$ cat config.mk
export PLATFORM = sky130hd
export DESIGN_NAME = ctrl_sequencer
export DESIGN_NICKNAME = d
export VERILOG_FILES = /design/src/rtl/ctrl_sequencer.sv
export SDC_FILE = /design/constraint.sdc
export NUM_CORES = 1
export LEC_CHECK = 0
export CORE_UTILIZATION = 46
export CTS_CLUSTER_SIZE = 8
export DETAILED_ROUTE_END_ITERATION = 7
export PLACE_DENSITY = 0.79
export SLEW_MARGIN = 40
export SYNTH_ARGS = -nofsm -noshare
export SYNTH_HDL_FRONTEND = slang
export SYNTH_SLANG_ARGS = --single-unit
$ cat constraint.sdc
create_clock -name clk -period 2.6 [get_ports clk]
set_clock_uncertainty 0.05 [all_clocks]
set_input_delay 0.78 -clock clk [delete_from_list [all_inputs] [get_ports clk]]
set_output_delay 0.78 -clock clk [all_outputs]
set_load 0.01 [all_outputs]
$ cat src/rtl/ctrl_sequencer.sv
`default_nettype none
// ============================================================================
// Module  : ctrl_sequencer
// Brief   : Multi-cycle instruction sequencer (DECODE/EXEC/MEM/WB) with stall
//           hold and an illegal-opcode ERR path.
// Revision: 1.0
// ============================================================================
module ctrl_sequencer #(
  parameter int OPCODE_W    = 7,
  parameter int SIG_W       = 23,
  parameter int EXEC_CYCLES = 1
) (
  input  logic                clk,
  input  logic                reset,
  input  logic                instr_valid,
  input  logic [OPCODE_W-1:0] opcode,
  input  logic                stall,
  output logic                instr_ready,
  output logic [SIG_W-1:0]    signals,
  output logic                busy,
  output logic                mem_phase,
  output logic                done,
  output logic                illegal
);

  localparam logic [2:0] c_st_idle   = 3'd0;
  localparam logic [2:0] c_st_decode = 3'd1;
  localparam logic [2:0] c_st_exec   = 3'd2;
  localparam logic [2:0] c_st_mem    = 3'd3;
  localparam logic [2:0] c_st_wb     = 3'd4;
  localparam logic [2:0] c_st_err    = 3'd5;

  localparam logic [3:0] c_exec_last = 4'(EXEC_CYCLES - 1);

  localparam logic [6:0] c_op_alu   = 7'b0010001;
  localparam logic [6:0] c_op_load  = 7'b0000011;
  localparam logic [6:0] c_op_imm   = 7'b0011001;
  localparam logic [6:0] c_op_store = 7'b0011000;

  localparam logic [22:0] c_word_alu   = 23'b01110100000101001100011;
  localparam logic [22:0] c_word_load  = 23'b01110101000100001100011;
  localparam logic [22:0] c_word_imm   = 23'b01100100000101011100011;
  localparam logic [22:0] c_word_store = 23'b01111100000101011100011;

  logic [2:0]          r_state;
  logic [2:0]          w_state_nxt;
  logic [3:0]          r_cnt;
  logic [OPCODE_W-1:0] r_opcode;
  logic [SIG_W-1:0]    r_word;
  logic [SIG_W-1:0]    w_word;
  logic                w_upper_zero;
  logic                w_legal;
  logic                w_is_load;
  logic                w_accept;
  logic                w_exec_last;

  // Opcodes wider than the 7-bit table are only legal with the extra bits clear.
  generate
    if (OPCODE_W > 7) begin : g_upper_chk
      assign w_upper_zero = ~|r_opcode[OPCODE_W-1:7];
    end else begin : g_no_upper
      assign w_upper_zero = 1'b1;
    end
  endgenerate

  always_comb begin
    w_word  = '0;
    w_legal = 1'b0;
    if (w_upper_zero) begin
      w_legal = 1'b1;
      case (r_opcode[6:0])
        c_op_alu:   w_word[22:0] = c_word_alu;
        c_op_load:  w_word[22:0] = c_word_load;
        c_op_imm:   w_word[22:0] = c_word_imm;
        c_op_store: w_word[22:0] = c_word_store;
        default:    w_legal      = 1'b0;
      endcase
    end
  end

  assign w_is_load   = w_upper_zero && (r_opcode[6:0] == c_op_load);
  assign w_accept    = instr_valid && instr_ready;
  assign w_exec_last = (r_cnt == c_exec_last);

  // State and datapath registers.
  always_ff @(posedge clk) begin
    if (reset) begin
      r_state  <= c_st_idle;
      r_cnt    <= 4'd0;
      r_opcode <= '0;
      r_word   <= '0;
    end else begin
      r_state <= w_state_nxt;
      if (w_accept) begin
        r_opcode <= opcode;
      end
      if ((r_state == c_st_decode) && !stall) begin
        r_cnt  <= 4'd0;
        r_word <= w_word;
      end else if ((r_state == c_st_exec) && !stall && !w_exec_last) begin
        r_cnt <= r_cnt + 4'd1;
      end
    end
  end

  always_comb begin
    w_state_nxt = r_state;
    case (r_state)
      c_st_idle: begin
        if (w_accept) w_state_nxt = c_st_decode;
      end
      c_st_decode: begin
        if (!stall) w_state_nxt = w_legal ? c_st_exec : c_st_err;
      end
      c_st_exec: begin
        if (!stall && w_exec_last) w_state_nxt = w_is_load ? c_st_mem : c_st_wb;
      end
      c_st_mem: begin
        if (!stall) w_state_nxt = c_st_wb;
      end
      c_st_wb: begin
        if (!stall) w_state_nxt = c_st_idle;
      end
      c_st_err: begin
        w_state_nxt = c_st_idle;
      end
      default: begin
        w_state_nxt = c_st_idle;
      end
    endcase
  end

  // Pulses are suppressed in a reset cycle since that edge aborts the instruction.
  always_comb begin
    instr_ready = 1'b0;
    signals     = '0;
    busy        = 1'b1;
    mem_phase   = 1'b0;
    done        = 1'b0;
    illegal     = 1'b0;
    case (r_state)
      c_st_idle: begin
        busy        = 1'b0;
        instr_ready = !stall && !reset;
      end
      c_st_exec: begin
        signals = r_word;
      end
      c_st_mem: begin
        signals   = r_word;
        mem_phase = 1'b1;
      end
      c_st_wb: begin
        signals = r_word;
        done    = !stall && !reset;
      end
      c_st_err: begin
        illegal = !reset;
      end
      default: begin
      end
    endcase
  end

endmodule
`default_nettype wire

==> flow_summary.json, run 1 <==
{
  "clock-sinks": 20,
  "yosysWarnings": 0,
  "start_util_pct": 49.55,
  "cts_max_level": 1,
  "irDropWorstVdd_mv": 0.2773,
  "dp_slack_ns": -0.5671,
  "dp_cells": 198,
  "first_pass_iters": 4,
  "criticalPathCategory": "in2out",
  "ys_seq_area_share_pct": 32.03,
  "dr_total_vias": 1071,
  "stdcell_count": 203,
  "powerDensity_nw_per_um2": 384.3,
  "root_buffer": "clkbuf_4",
  "hold_class": "reg2reg",
  "io_pins": 39,
  "via_per_inst": 5.276,
  "dpl.hpwl_um": 1950,
  "multi_input_area_sq_um": 708.2,
  "ys_ff_latch": 20,
  "setup_viol": 0,
  "p_leak_nw": 0.8210,
  "antenna_cells": 0,
  "die_y_um": 54.13,
  "clk_latency_ns": 0.31,
  "final.setup.worst_slack_ns": 0.1057,
  "clockBufferDepth": 2,
  "holdBufCountCts": 0,
  "hold_viol": 0,
  "maxCapViolCount": 0,
  "rsz0062_at_grt": "false",
  "syn_area_per_cell_sq_um": 8.620,
  "grt_pass1_vias": 1033,
  "grt_pass1_wl_um": 4257,
  "status": "completed",
  "track_usage_pct": 19.86,
  "cts_buffers": 3,
  "final_nets": 187,
  "hold_slack_ns": 0.4149,
  "placed_cell_area_sq_um": 1506,
  "die_area_sq_um": 2930,
  "synth_top_flop_cell": "dfxtp_1",
  "synth_edf_count": 0,
  "overflow": 0,
  "seqCellArea_sq_um": 405.4,
  "synthToLayoutAreaGrowth_pct": 26.33,
  "slew_violations": 0,
  "ant_nets": 0,
  "numPortBuffers": 28,
  "required_ns": 1.77,
  "fp-row-count": 18,
  "first_iter_violations": 14,
  "core_area_sq_um": 2522,
  "path_clk_slew_ns": 0.11,
  "drive_gt1_share_pct": 16.18,
  "wire_per_inst_um": 12.40,
  "drt_wl_total_um": 2517,
  "arrival_ns": 1.66,
  "cp_max_fo": 4,
  "design_area_sq_um": 1579,
  "cp-start-kind": "input pin",
  "fin_crit_ns": 2.494,
  "synthArstFlopShare_pct": 0,
  "max_clock_freq_ghz": 0.4009,
  "rrSetupSlack_ns": 0.84,
  "drc_errors": 0,
  "die_width_um": 54.13,
  "fill_cells": 233,
  "grt_max_degree": 13,
  "antenna_found_initial": 0,
  "synth_cells": 145,
  "cts_tree": "yes",
  "gp_congestion": 0.8485,
  "worstSetupEndpointType": "primary output",
  "synth_cell_types": 47,
  "netlist_area_sq_um": 1250,
  "timing.final.crit_share_pct": 95.94
}
==> state kept, by name, indices dropped and copies added (netlist names) <==
register and flops:
r_cnt 4, r_state 3, r_opcode 7, r_word 6
==> metrics by stage <==
step | power, mW | setup TNS (ns) | utilization (%)
after floorplan | 0.3997 | 0 | -
after detailed placement | 0.4296 | -1.506 | 59.72
after global placement | 0.4254 | -1.245 | 59.72
final | 0.6069 | 0 | 62.60
after CTS | 0.6090 | 0 | 61.51
after global routing | 0.6394 | 0 | 62.60
==> timing repair <==
action / 4_1_cts / 5_1_grt
setup buffers: 1 / 0
gates resized for setup: 16 / 14
setup endpoints to repair: 17 / 12
pin swaps: 1 / 0
==> cell families (layout without fill, tap and decap cells) <==
group                      Yosys count  in the layout  synth area share, %
and+or+nand+nor                     64             64                31.63
buffers and inverters               29             48                15.11
DFF                                 20             20                32.03
AOI/OAI and AO/OA                   17             17                9.610
muxes                                9              9                7.207
xor gates and xnor gates             3              3                2.102
adders and majority gates            2              2                2.002
other                                1             10               0.3000
==> layer usage <==
layer  GRT usage (%)  wire, um
met5               0         0
met4           7.265        20
met3           3.390       106
met2           36.38      1353
met1           22.60      1037
==> critical path: stages <==
cell and delay [ns]:
dlygate4sd2_1 0.28, or2b_1 0.26, nor3b_1 0.19, buf_2 0.16
==> Yosys cell counts (all sizes together) (3+ instances only) <==
| cell type | number | share of area [%] |
|---|---|---|
| nor2 | 19 | 5.7 |
| clkbuf | 4 | 1.2 |
| xnor2 | 3 | 2.1 |
| inv | 5 | 1.5 |
| nand2 | 3 | 0.90 |
| nor3b | 4 | 2.4 |
| dfxtp | 20 | 32 |
| buf | 20 | 12 |
| mux2i | 9 | 7.2 |
| nor4 | 3 | 1.5 |
| nor3 | 5 | 2.9 |
| o21ai | 3 | 1.2 |
| a21oi | 3 | 1.2 |
| or3 | 4 | 2.4 |
| a22oi | 3 | 1.8 |
| nor2b | 6 | 3.0 |
| nand2b | 3 | 2.1 |
==> cell usage in the layout, fill, tap and decap left out, drive strengths merged, types with 2 or more instances in the layout <==
master | netlist | layout
or3 | 4 | 4
a22oi | 3 | 3
xnor2 | 3 | 3
inv | 5 | 5
dlygate4sd2 | 0 | 6
conb | 1 | 10
or3b | 2 | 2
nor3b | 4 | 4
dfxtp | 20 | 20
nor4 | 3 | 3
mux2i | 9 | 9
clkdlybuf4s50 | 0 | 9
ha | 2 | 2
a21oi | 3 | 3
nand2 | 3 | 3
buf | 20 | 12
nor2b | 6 | 6
or2b | 2 | 2
nor3 | 5 | 5
nor2 | 19 | 19
o21ai | 3 | 3
clkbuf | 4 | 5
nand3 | 2 | 2
dlymetal6s2s | 0 | 11
or2 | 2 | 2
nand2b | 3 | 3
or4 | 2 | 2
==> layout make-up <==
type	instances	area share, %
clock buffer	4	2.298
multi-input combinational	105	44.85
tap	30	2.377
inverter	5	1.189
timing repair buffer	39	23.61
sequential	20	25.67
==> power breakdown <==
group	switching, mW	internal [mW]
combinational	0.0517	0.0521
clock	0.0985	0.0856
sequential	0.00715	0.312
==> worst paths after layout <==
kind / startpoint / end / cells after the start
max: reset / illegal / 4
min: r_word[19] / r_word[19] / 2
max reg2reg: r_state[0] / r_state[0] / 5
min reg2reg: r_word[19] / r_word[19] / 2
Power figures use the tool's default switching activity.
==> run 2, diff against run 1 <==
CORE_UTILIZATION = 41   (was 46)
PLACE_DENSITY = 0.75   (was 0.79)
SLEW_MARGIN = not set   (was 40)
clock period = 2.06 ns   (was 2.6 ns; I/O delays follow)
==> run 2 against run 1 <==
The run now ends with design-rule violations left. Critical endpoint is now signals[0]. Cell count up 2.5%. Routed wire length increased by 2.4%. Core utilization decreased by 8.8 points. Sequential cell count did not move. Non-clock buffer count up 4. Sequential power up 26%. Clock power grew 24%. Highest routed layer unchanged. Via count about the same. Sequential share of layout area rose by 0.81 points. Cell area down 3.6%. Largest power group unchanged. First-iteration DRC count rose by 50%.
==> flow_summary.json, run 2 (same netlist as run 1, synthesis figures left out) <==
{
  "maxCapViolCount": 0,
  "powerDensity_nw_per_um2": 504.0,
  "fill_cells": 273,
  "r2r-end": "r_state[1]",
  "cts_buffers": 3,
  "hold_class": "reg2reg",
  "core_area_sq_um": 2829,
  "dpl.hpwl_um": 2046,
  "arrival_ns": 1.33,
  "rrSetupSlack_ns": 0.21,
  "drive_gt1_share_pct": 28.81,
  "holdBufCountCts": 0,
  "slew_violations": 0,
  "overflow": 0,
  "die_y_um": 57.22,
  "largestRegisters": "r_opcode: 7 flops, r_word: 6 flops, r_cnt: 4 flops",
  "violations": "design-rule violations",
  "reg2reg_depth": 5,
  "status": "finished, violations left",
  "wire_per_inst_um": 12.39,
  "drt_wl_total_um": 2577,
  "die_area_sq_um": 3274,
  "dr_total_vias": 1070,
  "power_uw": 766.8,
  "antenna_cells": 0,
  "timing.final.crit_share_pct": 96.98,
  "max_clock_freq_ghz": 0.5006,
  "top_register": "r_opcode",
  "track_usage_pct": 17.09,
  "clk_latency_ns": 0.30,
  "setup_viol": 0,
  "fin_crit_ns": 1.998,
  "rsz0062_at_grt": "true",
  "numPortBuffers": 28,
  "r2r-start": "r_state[1]",
  "layout_commonest_cell": "dfxtp_1",
  "drc_errors": 4,
  "path_clk_slew_ns": 0.12,
  "cts_tree": "yes",
  "antenna_found_initial": 0,
  "gp_congestion": 0.7677,
  "die_width_um": 57.22,
  "design_area_sq_um": 1521,
  "critPathCapture": "signals[0]",
  "ant_nets": 0,
  "cts_max_level": 1,
  "final_nets": 191,
  "hold_viol": 0,
  "grt_max_degree": 13,
  "via_per_inst": 5.144,
  "placed_cell_area_sq_um": 1540,
  "clock-sinks": 20,
  "p_leak_nw": 0.6483,
  "io_pins": 39,
  "final_cell_mix": "dfxtp_1 (18), nor2_1 (17), buf_2 (16), buf_4 (15), conb_1 (10)",
  "startpoint": "r_state[1]",
  "worstSetupEndpointType": "primary output",
  "clockBufferDepth": 2,
  "first_iter_violations": 21,
  "start_util_pct": 44.18,
  "hold_slack_ns": 0.4131,
  "grt_pass1_vias": 1008,
  "grt_pass1_wl_um": 4402,
  "fp-row-count": 19,
  "largest_reg_flops": 7,
  "synthToLayoutAreaGrowth_pct": 21.72,
  "criticalPathCategory": "reg2out",
  "first_pass_iters": 6,
  "irDropWorstVdd_mv": 0.3021,
  "required_ns": 1.39,
  "root_buffer": "clkbuf_4",
  "cp-start-kind": "flop",
  "cp_max_fo": 8
}
## run 2: how the worst min path moves through the flow
stage	slack (ns)	endpoint	cells after the start	start
3_3_place_gp	0.39	r_word[19]	2	r_word[19]
3_5_place_dp	0.39	r_word[19]	2	r_word[19]
5_1_grt	0.44	r_word[19]	2	r_word[19]
6_report	0.41	r_word[19]	2	r_word[19]
4_1_cts	0.42	r_word[19]	2	r_word[19]
2_1_floorplan	0.38	r_word[19]	2	r_word[19]
## run 2: final cells by class
class	instances	area [sq um]	area share (%)
clock buffers	4	36.28	2.385
inverters	5	18.77	1.234
multi-input cells	105	720.7	47.37
flip-flops and latches	20	402.9	26.48
well taps	31	38.79	2.549
repair buffers	43	304.0	19.98
## run 2: stage by stage
stage	util (%)	setup TNS (ns)	setup WS, ns	instances
4_1_cts	53.87	-0.008560	-0.008560	208
2_1_floorplan	-	0	0.01070	154
5_1_grt	53.78	-0.1865	-0.02859	208
3_5_place_dp	54.44	-6.839	-0.7092	203
6_report	53.78	0	0.06228	208
3_3_place_gp	54.44	-5.661	-0.6682	203
## run 2: what timing repair did
action	4_1_cts	5_1_grt
endpoints found under the hold margin	0	0
pin swaps	2	4
setup endpoints to repair	22	12
resized for setup	79	7
setup buffers	1	0
## run 2: power by group
group / total, mW / internal (mW) / leakage, nW / switching (mW)
Sequential: 0.402 / 0.394 / 0.163 / 0.00783
Clock: 0.229 / 0.108 / 0.0210 / 0.122
Combinational: 0.135 / 0.0672 / 0.465 / 0.0678
Total: 0.767 / 0.569 / 0.648 / 0.197
## run 2: routing by layer
metal	global-route usage, %	up-vias	wire (um)
li1	-	541	-
met4	6.272	0	13
met5	0	-	0
met3	2.721	2	128
met2	31.26	30	1391
met1	20.03	497	1044
## run 2: critical path: stages, from the launching register on
cell	delay (ns)
dfxtp_2	0.35
nor2_2	0.12
mux2i_1	0.10
buf_4	0.17
nor2_4	0.14
buf_2	0.16
==> run 3, diff against run 2 <==
CORE_ASPECT_RATIO = 0.75   (was not set)
CORE_UTILIZATION = 46   (was 41)
PLACE_DENSITY = 0.79   (was 0.75)
clock period = 1.95 ns   (was 2.06 ns; I/O delays follow)
==> run 3 against run 2 <==
The run ends with negative setup slack left. Count of clock-buffer cells in the layout stayed put. Clock power up 4%. Non-clock buffer count is 6 higher. Critical path depth grew 1. Via count grew 2.0%. Sequential power increased by 5.7%. First-iteration DRC count increased by 71%. Register-to-register slack got worse by 0.16 ns. Cell area up 8.1%. Critical endpoint is now signals[21]. Largest cell class unchanged.
==> flow_summary.json, run 3 (same netlist as run 1, synthesis figures left out) <==
{
  "cts_max_level": 1,
  "die_width_um": 62.19,
  "antenna_found_initial": 0,
  "maxCapViolCount": 0,
  "internal_power_uw": 608.9,
  "via_per_inst": 5.028,
  "seqPwrFrac_pct": 51.8,
  "final_nets": 197,
  "hold_class": "reg2reg",
  "synthToLayoutAreaGrowth_pct": 31.53,
  "largest_reg_flops": 7,
  "track_usage_pct": 18.62,
  "rsz0062_at_grt": "true",
  "status": "finished, violations left",
  "switching_share_pct": 25.81,
  "wire_per_inst_um": 12.34,
  "ant_nets": 0,
  "grt_pass1_vias": 940,
  "numPortBuffers": 28,
  "overflow": 0,
  "grt_max_degree": 13,
  "hold_slack_ns": 0.4227,
  "gp_congestion": 0.8200,
  "hold_viol": 0,
  "clockBufferDepth": 2,
  "criticalPathCategory": "reg2out",
  "holdBufCountCts": 0,
  "drive_gt1_share_pct": 34.43,
  "root_buffer": "clkbuf_4",
  "fp-row-count": 15,
  "power_switching_uw": 211.8,
  "slew_violations": 0,
  "clk_latency_ns": 0.30,
  "required_ns": 1.31,
  "io_pins": 39,
  "final.setup.worst_slack_ns": -0.07896,
  "die_y_um": 47.15,
  "irDropWorstVdd_mv": 0.3172,
  "power_uw": 820.7,
  "max_clock_freq_ghz": 0.4929,
  "p_leak_nw": 0.6969,
  "core_area_sq_um": 2440,
  "die_area_sq_um": 2932,
  "dr_total_vias": 1091,
  "cts_tree": "yes",
  "violations": "negative setup slack",
  "largestRegisters": "r_opcode: 7 flops, r_word: 6 flops, r_cnt: 4 flops",
  "clock-sinks": 20,
  "antenna_cells": 0,
  "p_comb_share_pct": 19.3,
  "grt_pass1_wl_um": 4146,
  "cp_max_fo": 7,
  "cts_buffers": 3,
  "drt_wl_total_um": 2677,
  "drc_errors": 0,
  "start_util_pct": 51.23,
  "first_pass_iters": 4,
  "powerDensity_nw_per_um2": 499.2,
  "dpl.hpwl_um": 1903,
  "fin_crit_ns": 2.029,
  "worstSetupEndpointType": "primary output",
  "p_clk_share_pct": 28.9,
  "cp-start-kind": "flop",
  "top_register": "r_opcode",
  "timing.final.crit_share_pct": 104.0,
  "setup_viol": 11,
  "first_iter_violations": 36,
  "path_clk_slew_ns": 0.11,
  "arrival_ns": 1.39,
  "final_cell_mix": "nor2_1 (17), buf_2 (17), dfxtp_1 (17), buf_4 (15), conb_1 (10)"
}
-- run 3: final timing paths --
path                            startpoint           to  slack (ns)  cells after the start
worst min-delay path            r_word[19]   r_word[19]        0.42                      2
worst max-delay path            r_state[1]  signals[21]       -0.08                      6
worst min register to register  r_word[19]   r_word[19]        0.42                      2
worst max register to register  r_state[2]   r_state[0]        0.05                      6
-- run 3: area by class of cell --
type / count / area [sq um]
Multi-Input combinational cell: 105 / 755.7
Timing Repair Buffer: 49 / 381.6
Sequential cell: 20 / 409.1
Tap cell: 34 / 42.54
Fill cell: 199 / 795.8
Inverter: 5 / 18.77
Clock buffer: 4 / 36.28
-- run 3: timing repair --
item                                    CTS  global route
resized for setup                        84            15
endpoints found under the hold margin     0             0
endpoints found under the setup margin   24            18
pin swaps                                 5             2
buffers inserted                          5             4
-- run 3: layer usage --
metal  routed length (um)  vias to the layer above  share of wire, %  GRT usage, %
li1                     -                      555                 -             -
met1                 1249                      499                47         22.06
met2                 1282                       35                48         34.51
met3                  132                        2               4.9         5.097
met4                   12                        0              0.45         5.581
met5                    0                        -                 0             0
-- run 3: critical path: stages, from the launching register on --
cell	delay [ns]
dfxtp_4	0.38
nor2_4	0.12
mux2i_2	0.07
buf_4	0.16
nor2_4	0.14
buf_6	0.13
buf_6	0.09
-- run 3: through the flow --
step | area, sq um | TNS (ns) | cells | setup slack, ns | utilization, %
2_1_floorplan | 1308 | 0 | 154 | 0.03120 | -
3_3_place_gp | 1549 | -7.783 | 204 | -0.7944 | 63.49
3_5_place_dp | 1549 | -8.663 | 204 | -0.8186 | 63.49
4_1_cts | 1588 | -0.6153 | 213 | -0.1200 | 65.08
5_1_grt | 1644 | -1.327 | 217 | -0.1480 | 67.38
6_report | 1644 | -0.3353 | 217 | -0.07896 | 67.38
-- run 3: power by group through the flow --
stage,clock network [mW],logic (mW),registers [mW]
6_report,0.238,0.158,0.425
5_1_grt,0.262,0.171,0.427
4_1_cts,0.247,0.147,0.425
3_5_place_dp,0,0.142,0.434
3_3_place_gp,0,0.138,0.434
2_1_floorplan,0,0.103,0.432
==> patch 1: new RTL, flow settings as in run 2 <==
Reset style: asynchronous (`reset`), changed in one clocked block.
--- a/src/rtl/ctrl_sequencer.sv
+++ b/src/rtl/ctrl_sequencer.sv
@@ -85,3 +85,3 @@
   // State and datapath registers.
-  always_ff @(posedge clk) begin
+  always_ff @(posedge clk or posedge reset) begin
     if (reset) begin
Behaviour: differs if reset is asserted again (counterexample within 4 cycles, from zero or initial values and one cycle with reset high); with reset held inactive, the same outputs for 10 cycles.
==> patch 1 against run 2 <==
  * The flow finishes with violations (DRC, setup timing)
  * Sequential share of layout area rose by 3.5 points
  * Critical path type unchanged
  * Cell area rose by 10%
  * Core utilization rose by 4.9 points
  * Wire length fell by 0.58%
  * Area after synthesis rose by 2.6%
  * Largest cell class unchanged
  * Sequential cell count did not move
  * Setup slack got worse by 0.083 ns
  * First-iteration DRC count rose by 24%
Power is not compared: it rests on default switching activity, and its combinational part moved more than twofold at a synthesized area within 25%.
==> patch 1: results (changes against run 2) <==
status: "complete, but fails checks"  # unchanged
violations: "DRC, setup timing"  # was DRC
worst_slack_ns: -0.0205  # was 0.0623 ns
final.setup.tns_ns: -0.0620  # was 0 ns
cp_max_fo: 6  # was 8
setup_violations: 4  # was 0
crit_path_top_delay_cell: "dfrtp_1"  # was dfxtp_2
grt_pass1_vias: 977  # was 1,008
fin_area_um2: 1670  # was 1520 um2
drive_above_1_share: 0.382  # was 0.288
drcViolationCount: 6  # was 4
track_usage: 0.169  # was 0.171
crit_start: "r_state[1]$_DFFE_PP0P_"  # was r_state[1]$_SDFFE_PP0P_
multiInputCombCellCount: 94  # was 105
grt_first_pass_wirelength_um: 4190  # was 4400 um
synth.top_cells.by_area: "dfrtp_1 (39%), buf_4 (10%), mux2_2 (6.1%)"  # was dfxtp_1 (32%), buf_4 (10%), mux2i_1 (7.2%)
ys.flop_type: "dfrtp_1"  # was dfxtp_1
met3_usage: 0.0379  # was 0.0272
reg2reg_to: "r_state[2]$_DFFE_PP0P_"  # was r_state[1]$_SDFFE_PP0P_
grt_max_degree: 22  # was 13
nNetsFinal: 184  # was 191
final_cells: 201  # was 208
worstPathArrival_ns: 1.41  # was 1.33 ns
signal_buffers: 48  # was 43
seq_area_frac_synth: 0.390  # was 0.320
rr_worst_depth: 7  # was 5
wl_um: 2560  # was 2580 um
grt_util_met1: 0.205  # was 0.200
timing.critical_path.to: "signals[18]"  # was signals[0]
==> patch 1: power by group through the flow <==
stage / Combinational, W / Clock [W] / Sequential [W]
after floorplan: 0.000476 / 0 / 0.000580
after global placement: 0.000668 / 0 / 0.000599
after detailed placement: 0.000686 / 0 / 0.000608
after CTS: 0.000704 / 0.000242 / 0.000611
after global routing: 0.000820 / 0.000258 / 0.000637
final: 0.000758 / 0.000234 / 0.000612
==> patch 1: kinds of logic after synthesis <==
| logic type | count (synthesis) | synth area share |
|---|---|---|
| other cells | 1 | 0.00292 |
| compound gates | 18 | 0.100 |
| mux | 9 | 0.0771 |
| simple gates | 51 | 0.252 |
| fa+ha+maj | 2 | 0.0195 |
| buf+inv | 25 | 0.131 |
| xor+xnor | 4 | 0.0273 |
| flops | 20 | 0.390 |
==> patch 1: worst min-delay path by stage <==
stage | start | to | slack (ns) | cells after the start
after floorplan | r_word[18]$_DFFE_PP0P_ | r_word[18]$_DFFE_PP0P_ | 0.39 | 2
after global placement | r_word[7]$_DFFE_PP0P_ | r_word[7]$_DFFE_PP0P_ | 0.41 | 2
after detailed placement | r_word[18]$_DFFE_PP0P_ | r_word[18]$_DFFE_PP0P_ | 0.41 | 2
after CTS | r_word[18]$_DFFE_PP0P_ | r_word[18]$_DFFE_PP0P_ | 0.44 | 2
after global routing | r_word[18]$_DFFE_PP0P_ | r_word[18]$_DFFE_PP0P_ | 0.48 | 2
final | r_word[19]$_DFFE_PP0P_ | r_word[19]$_DFFE_PP0P_ | 0.44 | 2
==> patch 1: timing repair <==
item,CTS,global route
resized for setup,81,13
setup buffers,2,3
cloned,0,0
endpoints found under the setup margin,18,18
pin swaps,2,2
hold buffers,0,0
==> patch 2: new RTL, flow settings as in run 2 <==
Made on the original files. Set the parameter `OPCODE_W` to 9 (it was 7).
--- a/src/rtl/ctrl_sequencer.sv
+++ b/src/rtl/ctrl_sequencer.sv
@@ -8,3 +8,3 @@
 module ctrl_sequencer #(
-  parameter int OPCODE_W    = 7,
+  parameter int OPCODE_W    = 9,
   parameter int SIG_W       = 23,
Ports: changed (resized opcode); port bits go from 39 to 41. No check against the original RTL was run, so the function may have changed too.
==> patch 2 against run 2 <==
  * Non-clock buffer count increased by 8
  * Largest cell class unchanged
  * Critical path type unchanged
  * Setup slack got worse by 0.064 ns
  * Sequential power increased by 10%
  * Power increased by 18%
  * Critical endpoint is now signals[21]
  * Cell area increased by 13%
  * Area after synthesis increased by 3.5%
  * The flow finishes with violations (setup timing)
  * Wire length increased by 5.6%
  * Sequential cell count increased by 2
  * Core utilization increased by 3.1 points
==> patch 2: results (changes against run 2) <==
synth_common_cells: "dfxtp_1 (22), nor2_1 (19), buf_4 (17), mux2i_1 (11), clkbuf_1 (7)"  # was dfxtp_1 (20), nor2_1 (19), buf_4 (17), mux2i_1 (9), nor2b_1 (6)
wl_met3_um: 134  # was 128 um
synth_compound_area_frac: 0.0928  # was 0.0961
seq_area_frac_synth: 0.340  # was 0.320
grt_pass1_vias: 1038  # was 1,008
critPathTopFamily: "buffers and inverters"  # was flip-flops
hpwl_um: 1960  # was 2050 um
irDropWorstVdd_mv: 0.451  # was 0.302 mV
synth.top_cells.by_area: "dfxtp_1 (34%), buf_4 (9.9%), mux2i_1 (8.5%)"  # was dfxtp_1 (32%), buf_4 (10%), mux2i_1 (7.2%)
clockPowerShare: 0.362  # was 0.299
worst_slack_ns: -0.00187  # was 0.0623 ns
drt_iter0_markers: 19  # was 21
crit_path_top_delay_cell: "dfxtp_4"  # was dfxtp_2
hold_start: "r_word[20]$_SDFFE_PP0P_"  # was r_word[19]$_SDFFE_PP0P_
io_buffers: 30  # was 28
final.setup.tns_ns: -0.00410  # was 0 ns
wl_met2_um: 1450  # was 1390 um
min_to: "r_word[20]$_SDFFE_PP0P_"  # was r_word[19]$_SDFFE_PP0P_
nNetsFinal: 200  # was 191
netlist.area_leader.share: 0.340  # was 0.320
wire_per_inst_um: 11.9  # was 12.4 um
netlist_instances: 147  # was 145
vias: 1122  # was 1,070
violations: "setup timing"  # was DRC
rr_worst_depth: 6  # was 5
status: "complete, but fails checks"  # unchanged
yosysUniqueCellTypes: 44  # was 47
r2r_setup_slack_ns: 0.13  # was 0.21 ns
synth-xor-area-share: 0.0271  # was 0.0210
cpPeakStageDelay_ns: 0.39  # was 0.35 ns
setup_violations: 3  # was 0
met3_usage: 0.0268  # was 0.0272
timing.critical_path.to: "signals[21]"  # was signals[0]
grt_util_met1: 0.204  # was 0.200
worstPathArrival_ns: 1.39  # was 1.33 ns
use_met2: 0.319  # was 0.313
## patch 2: area by class of cell
class                      count  area share
clock buffer                   3      0.0131
clock inverter                 1      0.0174
inverter                       4     0.00871
multi-input combinational    103       0.429
sequential                    22       0.259
tap                           44      0.0320
timing repair buffer          51       0.241
## patch 2: cells by family (layout without fill, tap and decap cells)
logic type / count (synthesis) / in the layout
AOI/OAI and AO/OA: 17 / 17
xor gates and xnor gates: 4 / 4
adders and majority gates: 2 / 2
buffers and inverters: 31 / 59
DFF: 22 / 22
muxes: 11 / 11
other: 1 / 10
and+or+nand+nor: 59 / 59
## patch 2: metrics by stage
stage	instances	total power (W)	cell area (um2)	hold WS (ns)	setup WS (ns)
floorplan	156	0.000537	1330	0.377	0.0289
global placement	216	0.000573	1600	0.393	-0.610
detailed placement	216	0.000577	1600	0.392	-0.605
CTS	229	0.000909	1730	0.412	-0.133
global route	228	0.000949	1720	0.445	-0.0705
finish	228	0.000901	1720	0.409	-0.00187
